**src/rtl/io_port_responder.sv**
```systemverilog
// io_port_responder
//
// Device-side responder that sits opposite the CPU's port bus.
//
// Output-capture path
//   Every CPU output-port write (we_o) is pushed into a tagged FIFO as
//   {io_port, out_p[io_port]}. An external consumer drains the FIFO through a
//   first-word-fall-through valid/ready interface. A write that finds the FIFO
//   full (with no simultaneous pop) is dropped and latches the sticky
//   overflow flag.
//
// Input path
//   There is one holding register per CPU input port. A producer loads these
//   registers through s_valid/s_ready, and the CPU consumes them with in_ack.
//   Each register has a full flag, which the CPU sees on ine_pN.
//
// Timer
//   i_timer is a one-cycle interrupt pulse that fires every TIMER_PERIOD
//   enabled cycles.
//
// Ports
//   clk, reset                    clock (rising edge), async active-low reset
//   we_o, io_port, out_p0..3      CPU output-port write
//   m_valid, m_ready, m_port,
//   m_data                        capture FIFO head, to the consumer
//   overflow, ovf_clr             sticky dropped-write flag and its clear
//   s_valid, s_port, s_data,
//   s_ready                       producer side of the input registers
//   in_ack, in_ack_port           CPU consumed an input byte
//   in_p0..3, ine_p0..3           input bytes and {7'b0, full} flags, to the CPU
//   timer_en, i_timer             timer enable and interrupt pulse
module io_port_responder #(
  parameter int FIFO_DEPTH   = 8,
  parameter int TIMER_PERIOD = 1000,
  parameter int TW           = 16
) (
  input  logic       clk,
  input  logic       reset,
  input  logic       we_o,
  input  logic [1:0] io_port,
  input  logic [7:0] out_p0,
  input  logic [7:0] out_p1,
  input  logic [7:0] out_p2,
  input  logic [7:0] out_p3,
  output logic       m_valid,
  input  logic       m_ready,
  output logic [1:0] m_port,
  output logic [7:0] m_data,
  output logic       overflow,
  input  logic       ovf_clr,
  input  logic       s_valid,
  input  logic [1:0] s_port,
  input  logic [7:0] s_data,
  output logic       s_ready,
  input  logic       in_ack,
  input  logic [1:0] in_ack_port,
  output logic [7:0] in_p0,
  output logic [7:0] in_p1,
  output logic [7:0] in_p2,
  output logic [7:0] in_p3,
  output logic [7:0] ine_p0,
  output logic [7:0] ine_p1,
  output logic [7:0] ine_p2,
  output logic [7:0] ine_p3,
  input  logic       timer_en,
  output logic       i_timer
);

  localparam int AW = (FIFO_DEPTH > 1) ? $clog2(FIFO_DEPTH) : 1;
  localparam logic [AW:0]   DEPTH_C = (AW+1)'(FIFO_DEPTH);
  localparam logic [TW-1:0] LAST_C  = TW'(TIMER_PERIOD - 1);

  // ---------------------------------------------------------------------------
  // Capture FIFO
  // ---------------------------------------------------------------------------
  logic [9:0]    mem [FIFO_DEPTH];
  logic [AW-1:0] wr_ptr;
  logic [AW-1:0] rd_ptr;
  logic [AW:0]   count;
  logic [7:0]    out_sel;
  logic [9:0]    head;
  logic          fifo_full;
  logic          do_pop;
  logic          do_push;
  logic          drop;

  always_comb begin
    out_sel = out_p0;
    case (io_port)
      2'd0: out_sel = out_p0;
      2'd1: out_sel = out_p1;
      2'd2: out_sel = out_p2;
      2'd3: out_sel = out_p3;
      default: out_sel = out_p0;
    endcase
  end

  // A pop in the same cycle frees a slot, so a write while full is still
  // accepted when the consumer is draining.
  assign fifo_full = (count == DEPTH_C);
  assign m_valid   = (count != '0);
  assign do_pop    = m_valid && m_ready;
  assign do_push   = we_o && (!fifo_full || do_pop);
  assign drop      = we_o && fifo_full && !do_pop;

  // Head entry is forced to zero while empty so stale data never shows.
  assign head   = mem[rd_ptr];
  assign m_port = m_valid ? head[9:8] : 2'd0;
  assign m_data = m_valid ? head[7:0] : 8'd0;

  // Storage has no reset; the pointers and count define which entries are live.
  always_ff @(posedge clk) begin
    if (do_push) begin
      mem[wr_ptr] <= {io_port, out_sel};
    end
  end

  // Pointers wrap naturally because the depth is a power of two.
  always_ff @(posedge clk or negedge reset) begin
    if (!reset) begin
      wr_ptr <= '0;
      rd_ptr <= '0;
      count  <= '0;
    end else begin
      if (do_push) wr_ptr <= wr_ptr + AW'(1);
      if (do_pop)  rd_ptr <= rd_ptr + AW'(1);
      case ({do_push, do_pop})
        2'b10:   count <= count + (AW+1)'(1);
        2'b01:   count <= count - (AW+1)'(1);
        default: count <= count;
      endcase
    end
  end

  // Setting the flag takes priority over clearing it.
  always_ff @(posedge clk or negedge reset) begin
    if (!reset) begin
      overflow <= 1'b0;
    end else if (drop) begin
      overflow <= 1'b1;
    end else if (ovf_clr) begin
      overflow <= 1'b0;
    end
  end

  // ---------------------------------------------------------------------------
  // Input holding registers
  // ---------------------------------------------------------------------------
  logic [7:0] in_reg [4];
  logic [3:0] full_q;
  logic       load;

  // s_ready comes from the pre-ack state, so an ack and a load that target
  // the same port in one cycle refuse the load; the producer retries.
  assign s_ready = !full_q[s_port];
  assign load    = s_valid && s_ready;

  // The ack clear is written first, so a load to the same (empty) port wins.
  always_ff @(posedge clk or negedge reset) begin
    if (!reset) begin
      full_q <= '0;
      for (int i = 0; i < 4; i++) begin
        in_reg[i] <= '0;
      end
    end else begin
      if (in_ack) begin
        full_q[in_ack_port] <= 1'b0;
      end
      if (load) begin
        full_q[s_port] <= 1'b1;
        in_reg[s_port] <= s_data;
      end
    end
  end

  assign in_p0  = in_reg[0];
  assign in_p1  = in_reg[1];
  assign in_p2  = in_reg[2];
  assign in_p3  = in_reg[3];
  assign ine_p0 = {7'b0, full_q[0]};
  assign ine_p1 = {7'b0, full_q[1]};
  assign ine_p2 = {7'b0, full_q[2]};
  assign ine_p3 = {7'b0, full_q[3]};

  // ---------------------------------------------------------------------------
  // Periodic timer
  // ---------------------------------------------------------------------------
  logic [TW-1:0] tcount;
  logic          tick_q;

  // The pulse is registered when the count wraps. The count simply holds
  // while the timer is disabled, so re-enabling resumes mid-period.
  always_ff @(posedge clk or negedge reset) begin
    if (!reset) begin
      tcount <= '0;
      tick_q <= 1'b0;
    end else if (timer_en) begin
      if (tcount == LAST_C) begin
        tcount <= '0;
        tick_q <= 1'b1;
      end else begin
        tcount <= tcount + TW'(1);
        tick_q <= 1'b0;
      end
    end else begin
      tick_q <= 1'b0;
    end
  end

  // Gating with timer_en makes disable take effect on the output at once.
  assign i_timer = tick_q && timer_en;

endmodule
```
**config.mk**
```make
export PLATFORM = sky130hd
export DESIGN_NAME = io_port_responder
export DESIGN_NICKNAME = d
export VERILOG_FILES = /design/src/rtl/io_port_responder.sv
export SDC_FILE = /design/constraint.sdc
export NUM_CORES = 1
export LEC_CHECK = 0
export ABC_AREA = 1
export CORE_ASPECT_RATIO = 0.6
export CORE_MARGIN = 2
export CORE_UTILIZATION = 47
export DETAILED_ROUTE_END_ITERATION = 12
export GPL_TIMING_DRIVEN = 0
export PLACE_DENSITY = 0.77
export SYNTH_ARGS = -nofsm -noshare
export SYNTH_HDL_FRONTEND = slang
export SYNTH_SLANG_ARGS = --single-unit
```
**constraint.sdc**
```tcl
create_clock -name clk -period 1.75 [get_ports clk]
set_clock_uncertainty 0.05 [all_clocks]
set_input_delay 0.2625 -clock clk [delete_from_list [all_inputs] [get_ports clk]]
set_output_delay 0.2625 -clock clk [all_outputs]
set_load 0.01 [all_outputs]
```
==> impl_metrics.yaml <==
die:
  start_util_pct: 48.4
  core-area_um2: 13700
  die_area_um2: 15200
  die_width_um: 158
  num_rows: 33
  die_h_um: 96.2
  boundaryPins: 132
cts:
  numClockSinks: 144
  clock_latency_ps: 420
  h-tree-depth: 4
  root_buffer: "clkbuf_16"
  cts_tree: "yes"
  cts.clk_slew.worst_paths_ps: 70
  clk_path_buf_depth: 2
  numCtsBuffers: 17
logic_synthesis:
  synthCells: 705
  ys_warn_count: 0
  synth-edff-count: 80
  ys_seq_area_share_pct: 60.2
  synth_most_common_cell: "nand2_1"
  ys_top_cells_by_area: "edfxtp_1, dfrtp_1, nand2_1"
  synthFlopType: "edfxtp_1"
  synth.avg_cell_area_um2: 9.44
  async_flop_share_pct: 44.4
  yosys.area.top_type: "edfxtp_1"
  synth_common_cells: "nand2_1, nor2_1, edfxtp_1, dfrtp_1, o21ai_0"
  synth_top_area_share_pct: 36.1
  netlist_area_um2: 6650
  synth_cell_types: 25
  synth_seq_cells: 144
setup_path:
  r2r_start: "count[1]$_DFFE_PN0P_"
  path_class: "flip-flop to output pin"
  end_kind: "output pin"
  crit_path_max_fanout: 5
  cp.required_ps: 1440
  cp-start-kind: "flip-flop"
  rr_worst_depth: 11
  r2r_end: "count[2]$_DFFE_PN0P_"
  arrival_ps: 1930
  rrSetupSlack_ps: -290
global_routing:
  grt_pass1_vias: 5320
  grt_usage_pct: 25.5
  antenna_found_initial: 0
  grt_pass1_wl_mm: 28.7
  grt_overflow: 0
  grt_max_degree: 65
timing:
  max_slew_margin_pct: 45.4
  hold_viol_final: 0
  slew_violations: 0
  rsz0062_at_grt: "true"
  fin_hold_ws_ps: 90.1
  tightest_slew_ps: 819
  setup_viol: 52
  fin_crit_sh_pct: 128
  fmax_mhz: 446
  worst_slack_ps: -491
  tns_ps: -8790
  period_needed_ps: 2240
min_path:
  hold_depth: 2
  worstHoldPathType: "primary input to flip-flop"
  hold_end: "tcount[12]$_DFFE_PN0P_"
  min_from: "timer_en"
power_and_ir_drop:
  power-per-cell-area_nw_per_um2: 1560
  internal_power_mw: 9.24
  seqPwrFrac_pct: 32.1
  p_clk_share_pct: 24.8
  switching_share_pct: 37.8
  vdd_drop_max_mv: 0.934
  p_switching_mw: 5.61
  comb_power_share_pct: 43.1
  p_leak_nw: 4.13
drt:
  drc_errors: 0
  vias: 5942
  ant_nets: 0
  drt_iter0_drc: 705
  drt-pass1-iter-count: 5
  routed_wl_mm: 20.1
  vias_per_cell: 5.39
  wl_per_cell_um: 18.3
final_layout:
  nets: 958
  fillers: 923
  synthToLayoutAreaGrowth_pct: 43.3
  post_route_cells_drive_above_1_share_pct: 23.4
  insertedDiodeCount: 0
  fin_area_um2: 9530
status:
  status: "finished with violations"
  violations: "negative setup slack"
placement:
  gp_congestion: 0.884
  post-place-ws_ps: -946
  numPortBuffers: 101
  dp_hpwl_mm: 11.8
  placed_cell_area_um2: 8010
job:
  max-cap-violations: 0
## cell type report
| type | instances | area, um^2 | share of cell area, % |
|---|---|---|---|
| clock buffers | 17 | 425 | 4.46 |
| plain buffers | 51 | 448 | 4.70 |
| well taps | 192 | 240 | 2.52 |
| clock inverters | 15 | 170 | 1.79 |
| flip-flops and latches | 144 | 4010 | 42.0 |
| multi-input cells | 492 | 2590 | 27.2 |
| inverters | 45 | 189 | 1.98 |
| repair buffers | 146 | 1450 | 15.3 |
| repair inverters | 1 | 8.76 | 0.0919 |
## power groups by stage
stage / registers [mW] / logic, mW / clock network, mW
global placement: 4.79 / 4.30 / 0
global route: 4.84 / 6.81 / 3.86
CTS: 4.71 / 5.54 / 3.68
floorplan: 4.80 / 2.39 / 0
finish: 4.76 / 6.40 / 3.68
detailed placement: 4.79 / 4.40 / 0
## kinds of logic after synthesis
kind of cell	Yosys count	share of synthesized area (%)
AO/OA/AOI/OAI	73	6.07
XOR/XNOR	12	1.58
adder cells (fa/ha/maj)	6	1.13
buffers and inverters	96	7.18
flip-flops	144	60.2
other	1	0.0564
AND/OR/NAND/NOR	373	23.8
## layout by cell type (no fill, tap or decap), types with 3 or more instances in the layout
master	n
clkbuf_16	20
o211ai_1	10
ha_4	3
inv_1	37
conb_1	28
nor3_1	4
dfrtp_1	62
nor2_2	22
buf_12	8
edfxtp_1	80
clkbuf_8	5
clkdlybuf4s15_1	3
nand3_1	18
nand2_2	5
xor2_1	9
o22ai_1	9
nand3_2	6
o21ai_1	14
o21ai_0	31
buf_4	57
inv_6	10
nand2_1	175
buf_1	4
nor2_4	19
nand4_1	45
ha_1	3
clkbuf_4	5
o21ai_2	5
buf_2	11
inv_2	5
clkdlybuf4s50_1	83
buf_8	5
nor2_1	75
buf_6	7
## routing by layer
layer  part of all wire, %  vias up  GRT usage (%)
met5                     0        -              0
met2                    44      398           36.2
met3                    11       51           6.03
met1                    42     2778           37.7
li1                      -     2715              -
met4                   2.6        0           10.3
## flip-flops by register name, indices dropped and copies added, names as in the netlist
name      flops
wr_ptr        3
rd_ptr        3
overflow      1
in_p3         8
count         4
in_p1         8
tcount       16
full_q        4
mem          80
tick_q        1
in_p0         8
in_p2         8
## how the worst max path moves through the flow
stage	end	depth (start not counted)	slack, ps	start
floorplan	mem[4][0]$_DFFE_PP_	5	-130	count[2]$_DFFE_PN0P_
global placement	in_p2[3]$_DFFE_PN0P_	1	-1820	reset
detailed placement	mem[0][4]$_DFFE_PP_	6	-950	m_ready
CTS	m_data[1]	9	-390	rd_ptr[0]$_DFFE_PN0P_
global route	m_data[1]	7	-570	rd_ptr[0]$_DFFE_PN0P_
finish	m_data[1]	7	-490	rd_ptr[0]$_DFFE_PN0P_
## critical path: stages, from the launching register on
cell	delay, ps
dfrtp_2	420
buf_4	160
clkbuf_4	170
o21ai_0	250
o22ai_1	150
nor2_1	150
nor2_2	70
buf_2	140
## timing repair
action	in CTS	in global routing
endpoints found under the hold margin	64	0
setup buffers	24	14
pin swaps	39	44
setup endpoints to repair	159	145
resized for setup	172	61
hold buffers	1	0
gates cloned	8	1
## through the flow
step / total power [mW] / cells / util, %
after floorplan: 7.19 / 732 / -
after global placement: 9.08 / 1025 / 58.2
after detailed placement: 9.19 / 1025 / 58.2
after CTS: 13.9 / 1089 / 67.1
after global routing: 15.5 / 1103 / 69.3
final: 14.9 / 1103 / 69.3
Power figures use the tool's default switching activity.
